`src/rtl/rx_serial_8n1_if.sv`:
```
// Port bundle for the 8N1 receiver: serial line in, received byte and status out.
interface rx_serial_8n1_if;
    logic       rx;
    logic [7:0] rx_dados;
    logic       rx_pronto;
    logic       erro_quadro;
    logic       ocupado;

    modport master (output rx, input  rx_dados, rx_pronto, erro_quadro, ocupado);
    modport slave  (input  rx, output rx_dados, rx_pronto, erro_quadro, ocupado);
endinterface

```
`src/rtl/rx_serial_8n1.sv`:
```
// 8N1 UART receiver: 2-flop line synchronizer, mid-bit sampling FSM and a
// registered byte output with one-cycle ready / framing-error pulses.
module rx_serial_8n1 #(
    parameter int CLKS_PER_BIT = 434
) (
    input  logic           i_clk,
    input  logic           i_rst,
    rx_serial_8n1_if.slave bus
);
    localparam int            CW       = (CLKS_PER_BIT > 2) ? $clog2(CLKS_PER_BIT) : 1;
    localparam logic [CW-1:0] CNT_LAST = CW'(CLKS_PER_BIT - 1);
    localparam logic [CW-1:0] CNT_HALF = CW'(CLKS_PER_BIT / 2 - 1);

    typedef enum logic [2:0] {
        S_IDLE,
        S_START,
        S_DATA,
        S_STOP,
        S_WAIT_IDLE
    } state_t;

    logic          r_sync1, r_sync2;
    logic          w_rx_s;
    state_t        r_state, w_state;
    logic [CW-1:0] r_cnt, w_cnt;
    logic [2:0]    r_bit, w_bit;
    logic [7:0]    r_shift, w_shift;
    logic [7:0]    r_dados, w_dados;
    logic          r_pronto, w_pronto;
    logic          r_erro, w_erro;

    // NOTE: the synchronizer resets to the idle line level, so leaving reset never fakes a start bit.
    always_ff @(posedge i_clk or posedge i_rst) begin
        if (i_rst) begin
            r_sync1 <= 1'b1;
            r_sync2 <= 1'b1;
        end else begin
            r_sync1 <= bus.rx;
            r_sync2 <= r_sync1;
        end
    end

    assign w_rx_s = r_sync2;

    // NOTE: every register here updates with <= so all of them see the same pre-edge values.
    always_ff @(posedge i_clk or posedge i_rst) begin
        if (i_rst) begin
            r_state  <= S_IDLE;
            r_cnt    <= '0;
            r_bit    <= '0;
            r_shift  <= 8'h00;
            r_dados  <= 8'h00;
            r_pronto <= 1'b0;
            r_erro   <= 1'b0;
        end else begin
            r_state  <= w_state;
            r_cnt    <= w_cnt;
            r_bit    <= w_bit;
            r_shift  <= w_shift;
            r_dados  <= w_dados;
            r_pronto <= w_pronto;
            r_erro   <= w_erro;
        end
    end

    // NOTE: each next-value gets a default before the case, so no path can infer a latch.
    always_comb begin
        w_state  = r_state;
        w_cnt    = r_cnt;
        w_bit    = r_bit;
        w_shift  = r_shift;
        w_dados  = r_dados;
        w_pronto = 1'b0;
        w_erro   = 1'b0;
        case (r_state)
            S_IDLE: begin
                if (!w_rx_s) begin
                    w_state = S_START;
                    w_cnt   = '0;
                end
            end
            S_START: begin
                // Half-bit check: a start bit that has gone high again was a glitch.
                if (r_cnt == CNT_HALF) begin
                    w_cnt   = '0;
                    w_bit   = '0;
                    w_state = w_rx_s ? S_IDLE : S_DATA;
                end else begin
                    w_cnt = r_cnt + 1'b1;
                end
            end
            S_DATA: begin
                if (r_cnt == CNT_LAST) begin
                    w_cnt          = '0;
                    w_shift[r_bit] = w_rx_s;
                    if (r_bit == 3'd7) begin
                        w_state = S_STOP;
                    end else begin
                        w_bit = r_bit + 1'b1;
                    end
                end else begin
                    w_cnt = r_cnt + 1'b1;
                end
            end
            S_STOP: begin
                if (r_cnt == CNT_LAST) begin
                    w_cnt = '0;
                    if (w_rx_s) begin
                        w_dados  = r_shift;
                        w_pronto = 1'b1;
                        w_state  = S_IDLE;
                    end else begin
                        w_erro  = 1'b1;
                        w_state = S_WAIT_IDLE;
                    end
                end else begin
                    w_cnt = r_cnt + 1'b1;
                end
            end
            S_WAIT_IDLE: begin
                if (w_rx_s) begin
                    w_state = S_IDLE;
                end
            end
            default: begin
                w_state = S_IDLE;
            end
        endcase
    end

    assign bus.rx_dados    = r_dados;
    assign bus.rx_pronto   = r_pronto;
    assign bus.erro_quadro = r_erro;
    assign bus.ocupado     = (r_state != S_IDLE);
endmodule

```
`src/flat_wrapper.sv`:
```
// flat-port wrapper written by rule: the top's interface ports become plain ports
module rx_serial_8n1_flat 
#(
    parameter int CLKS_PER_BIT = 434
)
  (i_clk, i_rst, bus_rx, bus_rx_dados, bus_rx_pronto, bus_erro_quadro, bus_ocupado);
  rx_serial_8n1_if bus_i ();
  input  logic i_clk;
  input  logic i_rst;
  input wire logic [$bits(bus_i.rx)-1:0] bus_rx;
  output wire logic [$bits(bus_i.rx_dados)-1:0] bus_rx_dados;
  output wire logic [$bits(bus_i.rx_pronto)-1:0] bus_rx_pronto;
  output wire logic [$bits(bus_i.erro_quadro)-1:0] bus_erro_quadro;
  output wire logic [$bits(bus_i.ocupado)-1:0] bus_ocupado;
  assign bus_i.rx = bus_rx;
  assign bus_rx_dados = bus_i.rx_dados;
  assign bus_rx_pronto = bus_i.rx_pronto;
  assign bus_erro_quadro = bus_i.erro_quadro;
  assign bus_ocupado = bus_i.ocupado;
  rx_serial_8n1 #(.CLKS_PER_BIT(CLKS_PER_BIT)) u_core (.i_clk(i_clk), .i_rst(i_rst), .bus(bus_i));
endmodule
```
`config.mk`:
```
export PLATFORM = sky130hd
export DESIGN_NAME = rx_serial_8n1_flat
export DESIGN_NICKNAME = d
export VERILOG_FILES = /design/src/rtl/rx_serial_8n1_if.sv /design/src/rtl/rx_serial_8n1.sv /design/src/flat_wrapper.sv
export SDC_FILE = /design/constraint.sdc
export NUM_CORES = 1
export LEC_CHECK = 0
export CAP_MARGIN = 30
export CORE_ASPECT_RATIO = 1.75
export CORE_UTILIZATION = 57
export CTS_CLUSTER_SIZE = 16
export DETAILED_ROUTE_END_ITERATION = 8
export GPL_TIMING_DRIVEN = 0
export PLACE_DENSITY_LB_ADDON = 0.05
export SYNTH_ARGS = -nofsm -noshare
export SYNTH_HDL_FRONTEND = slang
export SYNTH_SLANG_ARGS = --single-unit
```
`constraint.sdc`:
```
create_clock -name i_clk -period 2.45 [get_ports i_clk]
set_clock_uncertainty 0.05 [all_clocks]
set_input_delay 0.49 -clock i_clk [delete_from_list [all_inputs] [get_ports i_clk]]
set_output_delay 0.49 -clock i_clk [all_outputs]
set_load 0.03 [all_outputs]
```
==> flow_metrics.py <==
metrics = {
    "pwr": {
        "p_leak_nw": 0.862,
        "p_per_area_nw_per_um2": 584,
        "vdd_ir_drop_max_uv": 660,
    },
    "die": {
        "dieArea_sq_um": 3290,
        "die_h_um": 75.2,
        "die_w_um": 43.8,
        "core_sq_um": 2930,
        "ioPinCount": 14,
        "fp-row-count": 26,
        "initial_core_util_pct": 59.5,
    },
    "route": {
        "viasPerCell": 6.22,
        "wl_per_cell_um": 17.2,
        "first_pass_iters": 4,
        "routed_wl_mm": 3.71,
        "drt_drc_violations_left": 0,
        "vias": 1344,
        "antenna_left": 0,
        "drt_iter0_markers": 40,
    },
    "setup_path": {
        "critPathKind": "reg2reg",
        "cpLargestDelayFamily": "simple AND/OR/NAND/NOR gates",
        "reg2regPathDepth": 8,
        "required_ns": 2.58,
        "crit_buf_inv": 3,
        "critPathMaxStageDelay_ns": 0.41,
        "critPathLaunch": "u_core.r_cnt[1]",
        "crit_fanout": 10,
        "reg2reg_to": "u_core.r_shift[1]",
        "cpMostUsedCell": "buf_2",
        "cp-start-kind": "flip-flop",
        "r2r-start": "u_core.r_cnt[1]",
        "cpMaxStageDelayCell": "dfrtp_1",
        "rrSetupSlack_ns": 0.16,
        "crit_chain": "inv_1 -> ha_1 -> nand4bb_4 -> or3_1 -> buf_2 -> buf_2 -> nor3_1 -> mux2_2",
        "cp-end-kind": "flip-flop",
        "arrival_ns": 2.42,
    },
    "yosys": {
        "synth_compound_area_share_pct": 11.5,
        "synth_area_leader_cell": "dfrtp_1",
        "yosysMostFrequentCell": "dfrtp_1",
        "synth-seq-cells": 35,
        "synth_top_family_by_area": "simple AND/OR/NAND/NOR gates",
        "synth_area_sq_um": 1740,
        "synthFlopType": "dfrtp_1",
        "seq_area_frac_synth_pct": 50.4,
        "synthAdderAreaFrac_pct": 3.59,
        "yosysTopAreaCellShare_pct": 47.4,
        "synth_simple_gate_area_share_pct": 19.7,
        "synthMuxAreaShare_pct": 10.8,
        "avgSynthCellArea_sq_um": 10.6,
        "synth_area_leaders": "dfrtp_1 47%, mux2_2 9.0%, nand2_1 5.0%",
        "synth_nets": 172,
        "synthDistinctLibCells": 34,
        "synthTopCellsByCount": "33 x dfrtp_1, 23 x nand2_1, 14 x mux2_2, 11 x nor3_1, 11 x o21ai_0",
        "synth_xor_area_share_pct": 0.503,
        "netlist_instances": 164,
        "ys.warnings.count": 0,
        "async_reset_ff_share_pct": 100,
        "synth_edf_count": 0,
    },
    "clock_tree": {
        "cts.reportedPaths.clkPinSlew_ns": 0.07,
        "hold_buffers": 0,
        "clk_latency_ns": 0.29,
        "cts_tree": "built",
        "cts_root_buf": "clkbuf_8",
        "clkSinkCount": 35,
        "cts_max_level": 2,
        "clk_path_buf_depth": 2,
        "cts_buffers": 5,
    },
    "min_path": {
        "min_from": "u_core.r_sync1",
        "hold_path_end": "u_core.r_sync2",
        "hp-class": "reg2reg",
        "holdPathStages": 0,
    },
    "placed_design": {
        "gp_congestion": 0.917,
        "dpl.hpwl_mm": 2.65,
        "port_buffers": 13,
    },
    "final_layout": {
        "multi_input_comb_area_sq_um": 808,
        "area_growth_pct": 20.0,
        "fillers": 208,
        "seqCellArea_sq_um": 878,
        "drive_gt1_share_pct": 17.6,
        "nets": 195,
        "antenna_cells": 0,
    },
    "grt": {
        "grtUsageTotal_pct": 26.6,
        "grt_pass1_vias": 1355,
        "grt_overflow_total": 0,
        "grt_start_max_net_pins": 23,
        "grt_pass1_wl_mm": 6.14,
        "antenna_found_initial": 0,
    },
    "sta": {
        "setup_viol": 0,
        "maxClockFrequency_mhz": 437,
        "final_hold_viol_count": 0,
        "slew-limit-headroom_pct": 53.7,
        "fin_crit_sh_pct": 93.5,
        "finalSetupTns_ns": 0,
        "slew_violations": 0,
        "tightest_slew_ns": 0.688,
        "period_needed_ns": 2.29,
        "whs_ns": 0.308,
        "rsz0062_at_grt": "false",
    },
    "run_status": {
        "status": "finished clean",
    },
    "flow_run": {
        "drv_cap": 0,
    },
}
layout make-up:
cell class	instances	area share (%)
plain buffers	8	1.56
clock buffers	5	3.29
clock inverters	3	3.23
inverters	8	1.44
multi-input cells	113	38.6
flip-flops and latches	35	42.0
well taps	28	1.67
repair buffers	16	8.19
layout by cell type, fill, tap and decap left out, drive strengths merged, types with 2 or more instances in the layout:
master and n:
bufinv 2, clkdlybuf4s50 12, mux2i 3, nor4 5
nor3 12, or3 4, nand2b 2, mux2 14
dfstp 2, o31ai 5, o21ai 12, nand2 23
nor4b 3, o41ai 2, ha 5, dfrtp 33
clkbuf 11, inv 8, nand3 3, buf 5
o211ai 6, a21oi 2
sequential cells by signal, indices dropped and copies added (netlist names):
| signal | flops |
|---|---|
| u_core.r_sync2 | 1 |
| u_core.r_sync1 | 1 |
| u_core.bus.erro_quadro | 1 |
| u_core.r_shift | 8 |
| u_core.bus.rx_dados | 8 |
| u_core.r_bit | 3 |
| u_core.r_cnt | 9 |
| u_core.bus.rx_pronto | 1 |
| u_core.r_state | 3 |
logic make-up (layout without fill, tap and decap cells):
group / count (synthesis) / after routing
AOI/OAI and AO/OA: 30 / 30
xor gates and xnor gates: 1 / 1
adders and majority gates: 5 / 5
muxes: 17 / 17
DFF: 35 / 35
and+or+nand+nor: 60 / 60
buffers and inverters: 16 / 40
through the flow:
step	setup WS (ns)	cells	util (%)	area [sq um]	power, mW
finish	0.160	216	71.5	2090	1.22
global placement	0.133	205	65.2	1910	0.612
CTS	0.0556	214	70.7	2070	1.24
floorplan	0.335	164	-	1740	0.604
detailed placement	0.0852	206	66.1	1940	0.618
global route	0.0236	216	71.5	2090	1.26
how the worst max path moves through the flow:
| stage | end | cells past startpoint | slack, ns |
|---|---|---|---|
| detailed placement | u_core.bus.rx_dados[2] | 7 | 0.09 |
| global route | u_core.r_shift[5] | 8 | 0.02 |
| finish | u_core.r_shift[1] | 8 | 0.16 |
| CTS | u_core.bus.rx_dados[7] | 7 | 0.06 |
| floorplan | u_core.bus.rx_dados[0] | 7 | 0.34 |
| global placement | u_core.bus.rx_dados[0] | 7 | 0.13 |
power breakdown:
part | switching [mW] | total [mW] | leakage (nW) | internal [mW]
sequential | 0.000797 | 0.581 | 0.467 | 0.581
clock | 0.210 | 0.615 | 0.0644 | 0.406
combinational | 0.0159 | 0.0245 | 0.330 | 0.00853
routing by layer:
| layer | track usage, % | vias to the layer above | wire length (um) |
|---|---|---|---|
| li1 | - | 642 | - |
| met1 | 27.5 | 654 | 1340 |
| met2 | 47.6 | 35 | 2120 |
| met3 | 5.04 | 13 | 99 |
| met4 | 17.4 | 0 | 154 |
| met5 | 0 | - | 0 |
repair_timing:
| action | CTS | global route |
|---|---|---|
| gates cloned | 0 | 0 |
| pin swaps | 0 | 1 |
| setup buffers | 0 | 2 |
| gates resized for setup | 1 | 1 |
| endpoints found under the setup margin | 1 | 9 |
No activity file was read; power rests on OpenSTA's default activity.
